==> src/rtl/pc_sequencer_pkg.sv <==
// Shared processor package: sequencer state encoding
// and the reset fetch address.
package pc_sequencer_pkg;

   localparam logic [1:0] ST_RUN    = 2'b00;
   localparam logic [1:0] ST_FLUSH  = 2'b01;
   localparam logic [1:0] ST_HALTED = 2'b10;

   localparam logic [31:0] RESET_PC_DEFAULT = 32'h0000_0000;

endpackage

==> src/rtl/branch_target_calc.sv <==
// Branch target generation: PC-relative word offset
// or register-absolute, word aligned.
module branch_target_calc #(
   parameter int ADDR_W = 32
) (
   input  logic [ADDR_W-1:0] pc,
   input  logic              target_sel,
   input  logic [15:0]       imm_offset,
   input  logic [ADDR_W-1:0] reg_target,
   output logic [ADDR_W-1:0] target
);

   logic [ADDR_W-1:0] imm_ext;

   // Sign-extend the word offset, scale to bytes, pick the source
   always_comb begin
      imm_ext = ADDR_W'($signed(imm_offset));
      if (target_sel)
         target = {reg_target[ADDR_W-1:2], 2'b00};
      else
         target = pc + (imm_ext << 2);
   end

endmodule

==> src/rtl/pc_sequencer.sv <==
// Fetch PC register and RUN/FLUSH/HALTED sequencing
// with call-link capture.
module pc_sequencer
   import pc_sequencer_pkg::*;
#(
   parameter int              ADDR_W   = 32,
   parameter logic [ADDR_W-1:0] RESET_PC = ADDR_W'(RESET_PC_DEFAULT)
) (
   input  logic              clk,
   input  logic              reset,
   input  logic              branchCondn,
   input  logic              targetSel,
   input  logic [15:0]       immOffset,
   input  logic [ADDR_W-1:0] regTarget,
   input  logic              linkEn,
   input  logic              stall,
   input  logic              halt,
   output logic [ADDR_W-1:0] pc,
   output logic [ADDR_W-1:0] pcPlus4,
   output logic [ADDR_W-1:0] linkAddr,
   output logic              linkValid,
   output logic              flush,
   output logic              halted
);

   logic [1:0]        state;
   logic [ADDR_W-1:0] target;

   branch_target_calc #(
      .ADDR_W(ADDR_W)
   ) u_target (
      .pc        (pc),
      .target_sel(targetSel),
      .imm_offset(immOffset),
      .reg_target(regTarget),
      .target    (target)
   );

   // Next sequential fetch address, wraps naturally
   always_comb begin
      pcPlus4 = pc + ADDR_W'(4);
   end

   // Status outputs decode straight from registered state
   always_comb begin
      flush  = (state == ST_FLUSH);
      halted = (state == ST_HALTED);
   end

   // PC, link and state update: halt > stall > branch > increment
   always_ff @(posedge clk) begin
      if (!reset) begin
         state     <= ST_RUN;
         pc        <= RESET_PC;
         linkAddr  <= '0;
         linkValid <= 1'b0;
      end else begin
         linkValid <= 1'b0;
         case (state)
            ST_RUN: begin
               if (halt) begin
                  state <= ST_HALTED;
               end else if (!stall) begin
                  if (branchCondn) begin
                     pc    <= target;
                     state <= ST_FLUSH;
                     if (linkEn) begin
                        linkAddr  <= pcPlus4;
                        linkValid <= 1'b1;
                     end
                  end else begin
                     pc <= pcPlus4;
                  end
               end
            end
            ST_FLUSH: begin
               if (halt) begin
                  state <= ST_HALTED;
               end else if (!stall) begin
                  pc    <= pcPlus4;
                  state <= ST_RUN;
               end
            end
            ST_HALTED: begin
               state <= ST_HALTED;
            end
            default: begin
               state <= ST_RUN;
            end
         endcase
      end
   end

endmodule
==> config.mk <==
export PLATFORM = sky130hd
export DESIGN_NAME = pc_sequencer
export DESIGN_NICKNAME = d
export VERILOG_FILES = /design/src/rtl/pc_sequencer_pkg.sv /design/src/rtl/branch_target_calc.sv /design/src/rtl/pc_sequencer.sv
export SDC_FILE = /design/constraint.sdc
export NUM_CORES = 1
export LEC_CHECK = 0
export ABC_CLOCK_PERIOD_IN_PS = 4150
export BUFFER_PORTS_ARGS = -buffer_cell sky130_fd_sc_hd__buf_2
export CAP_MARGIN = 20
export CORE_MARGIN = 2
export CORE_UTILIZATION = 30
export CTS_CLUSTER_SIZE = 28
export DETAILED_ROUTE_END_ITERATION = 12
export PLACE_DENSITY = 0.59
export SLEW_MARGIN = 5
export SYNTH_ARGS = -nofsm -noshare
export SYNTH_HDL_FRONTEND = slang
export SYNTH_HIERARCHICAL = 1
export SYNTH_SLANG_ARGS = --single-unit
==> constraint.sdc <==
create_clock -name clk -period 4.15 [get_ports clk]
set_input_delay 0.83 -clock clk [delete_from_list [all_inputs] [get_ports clk]]
set_output_delay 0.83 -clock clk [all_outputs]
set_load 0.05 [all_outputs]
==> impl_metrics.tcl <==
set metrics [dict create \
    status "complete, no violations" \
    hold_class "reg2reg" \
    avgSynthCellArea_um2 7.59 \
    cp_top_family "compound AO/OA/AOI/OAI gates" \
    nets 937 \
    ys_async_sr_fraction_pct 0 \
    ir_worst_vdd_uv 242 \
    vias_per_cell 5.50 \
    seqPwrFrac_pct 32.4 \
    period_share_pct 85.6 \
    slew_violations 0 \
    register_area_um2 1340 \
    cts_resized 0 \
    cp_max_fo 3 \
    min_period_ps 3550 \
    root_buffer "clkbuf_16" \
    crit_chain "buf_2 > ha_1 > fa_1 > a21o_1 > a221oi_2 > o2111ai_2 > a31o_1 > a31oi_4 > o21ai_2 > mux2_4 > a21oi_2 > a22oi_1 > o31a_1 > a221oi_1" \
    tns_ps 0 \
    antenna_found_initial 0 \
    p_sw_uw 719 \
    synth_seq_area_share_pct 24.3 \
    grt_pass1_wl_mm 30.5 \
    internal_power_mw 1.45 \
    vias 5968 \
    comb_power_share_pct 25.8 \
    skew_ps 6.60 \
    numPortBuffers 151 \
    critPathLaunchType "primary input" \
    holdBufCountCts 0 \
    syn_inst 728 \
    clock_path_buffers 2 \
    die_w_um 140 \
    dpl_cell_area_um2 6460 \
    fin_area_um2 6810 \
    tightest_slew_ps 928 \
    grt-ovfl-total 0 \
    worstSetupPathType "in2reg" \
    start_util_pct 30.6 \
    drtAntennaViolNets 0 \
    antenna_cells 0 \
    grt_pass1_vias 5521 \
    drcViolationCount 0 \
    clk_pin_slew_ps 60 \
    tritoncts "built" \
    fillers 1947 \
    syn_area_um2 5520 \
    drive_above_1_share_pct 25.5 \
    cts_made_buffers 9 \
    dieArea_um2 19500 \
    syn_to_final_growth_pct 23.3 \
    dr.first_iter.drc_count 385 \
    worstPathArrival_ps 3800 \
    wl_mm 19.5 \
    max-cap-violations 0 \
    rows 49 \
    first_pass_iters 5 \
    synth_ff_type "dfxtp_1" \
    multi_input_area_um2 3920 \
    fmax_mhz 282 \
    power.clock.fraction_pct 41.8 \
    endpoint_kind "register" \
    rsz0062_at_grt "no" \
    grt_use_total_pct 19.5 \
    crit_path_max_incr_delay_ps 430 \
    critical_path_required_ps 4400 \
    hold_violations 0 \
    wl_per_cell_um 18.0 \
    setup_viol 0 \
    die_y_um 140 \
    max_slew_margin_pct 38.0 \
    ys_types 79 \
    synth_edf_count 0 \
    place_hpwl_mm 14.7 \
    io-pin-count 154 \
    yosysWarningCount 6 \
    path_buf_inv 1 \
    postCtsSetupBuffers 0 \
    ys_ff_latch 67 \
    grt_max_degree 55 \
    fp.coreArea_um2 18000 \
    leakage_nw 3.21 \
    htree_levels 3 \
    cpMaxStageDelayCell "fa_1" \
    gp_congestion 0.865 \
    p_sw_share_pct 33.1 \
    clock_latency_ps 340 \
    power_density_nw_per_um2 319 \
    holdWs_ps 454 \
    syn_nets 814 \
    cts_sinks 67 \
    utilization_pct 37.8 \
]
==> worst paths after layout <==
check / startpoint / endpoint / slack [ps] / cells after the start
setup reg to reg: pc[2]$_SDFFE_PN0P_ / pc[30]$_SDFFE_PN0P_ / 830 / 13
hold reg to reg: linkAddr[0]$_SDFFE_PN0P_ / linkAddr[0]$_SDFFE_PN0P_ / 450 / 2
hold / removal: linkAddr[0]$_SDFFE_PN0P_ / linkAddr[0]$_SDFFE_PN0P_ / 450 / 2
setup / recovery: immOffset[0] / pc[30]$_SDFFE_PN0P_ / 600 / 14
==> flip-flops by register name, summed over array words and instances (netlist names) <==
name	count
state	2
pc	32
linkValid	1
linkAddr	32
==> synth_stat cells (all sizes together), types with 9 or more instances <==
master	n	area (µm²)
a21o	23	173
a21oi	44	228
a22oi	11	82.6
a31oi	16	115
and2	11	68.8
and4	9	81.3
buf	14	71.3
clkbuf	40	150
dfxtp	67	1340
ha	30	375
inv	11	41.3
nand2	87	327
nand3	28	150
nand4	16	115
nor2	53	199
nor3	17	85.1
o21ai	64	324
o21ba	13	130
or3	9	61.3
xnor2	25	226
xor2	23	201
==> worst min-delay path, delay by kind of cell (launching register included) <==
kind,cells,cell delay (ps)
DFF,1,300
and+or+nand+nor,1,50
AOI/OAI and AO/OA,1,50
==> through the flow <==
step | instances | worst slack, ps | total power [mW]
floorplan | 728 | 562 | 1.11
finish | 1085 | 598 | 2.17
detailed placement | 1069 | 244 | 1.28
global placement | 1069 | 282 | 1.27
CTS | 1085 | 592 | 2.19
global route | 1085 | 425 | 2.26
==> cell usage in the layout, fill, tap and decap left out, types with 5 or more instances in the layout <==
master,netlist,routed
mux2i_1,5,5
a21oi_1,42,42
buf_2,6,151
and2_1,10,10
o211a_1,5,5
clkbuf_16,0,9
nand2_1,87,87
o21ba_2,12,12
o22ai_1,5,5
or3_1,8,8
o211ai_1,5,5
buf_4,3,15
xor2_1,23,23
a22oi_1,11,11
o31a_1,7,7
nand4_1,15,15
o21ai_1,18,18
dfxtp_1,67,67
a31oi_1,15,15
a211oi_1,5,5
nor3_1,17,17
ha_1,30,30
and4_1,8,8
nand2b_1,8,8
and3_1,8,8
nand3_1,26,26
inv_1,11,11
a21o_1,23,23
o21ai_0,45,45
nor2b_1,5,5
nor2_1,53,53
xnor2_1,24,24
==> metal layers <==
metal	up-vias	track usage, %	share of wire (%)
met1	2823	25.7	45
met4	0	4.53	1.7
met5	-	0	0
met3	23	3.48	6.1
met2	201	33.1	47
li1	2921	-	-
==> layout make-up <==
class                           instances  area share, %
Timing Repair Buffer                  166           12.8
Clock inverter                          6           1.65
Clock buffer                           10           3.51
Sequential cell                        67           19.7
Inverter                               11          0.607
Tap cell                              229           4.21
Multi-Input combinational cell        596           57.6
==> power groups by stage <==
stage | Sequential, mW | Combinational, mW | Clock [mW]
floorplan | 0.783 | 0.331 | 0
global placement | 0.716 | 0.556 | 0
detailed placement | 0.716 | 0.559 | 0
CTS | 0.702 | 0.561 | 0.927
global route | 0.707 | 0.606 | 0.952
finish | 0.703 | 0.561 | 0.908
==> kinds of logic (layout without fill, tap and decap cells) <==
family | after synthesis | in the layout | share of synthesized area, %
AOI/OAI and AO/OA | 233 | 233 | 28.6
xor gates and xnor gates | 48 | 48 | 7.75
adders and majority gates | 31 | 31 | 7.16
buffers and inverters | 65 | 193 | 4.76
DFF | 67 | 67 | 24.3
muxes | 8 | 8 | 1.59
and+or+nand+nor | 276 | 276 | 25.8
(Power assumes the default switching activity.)
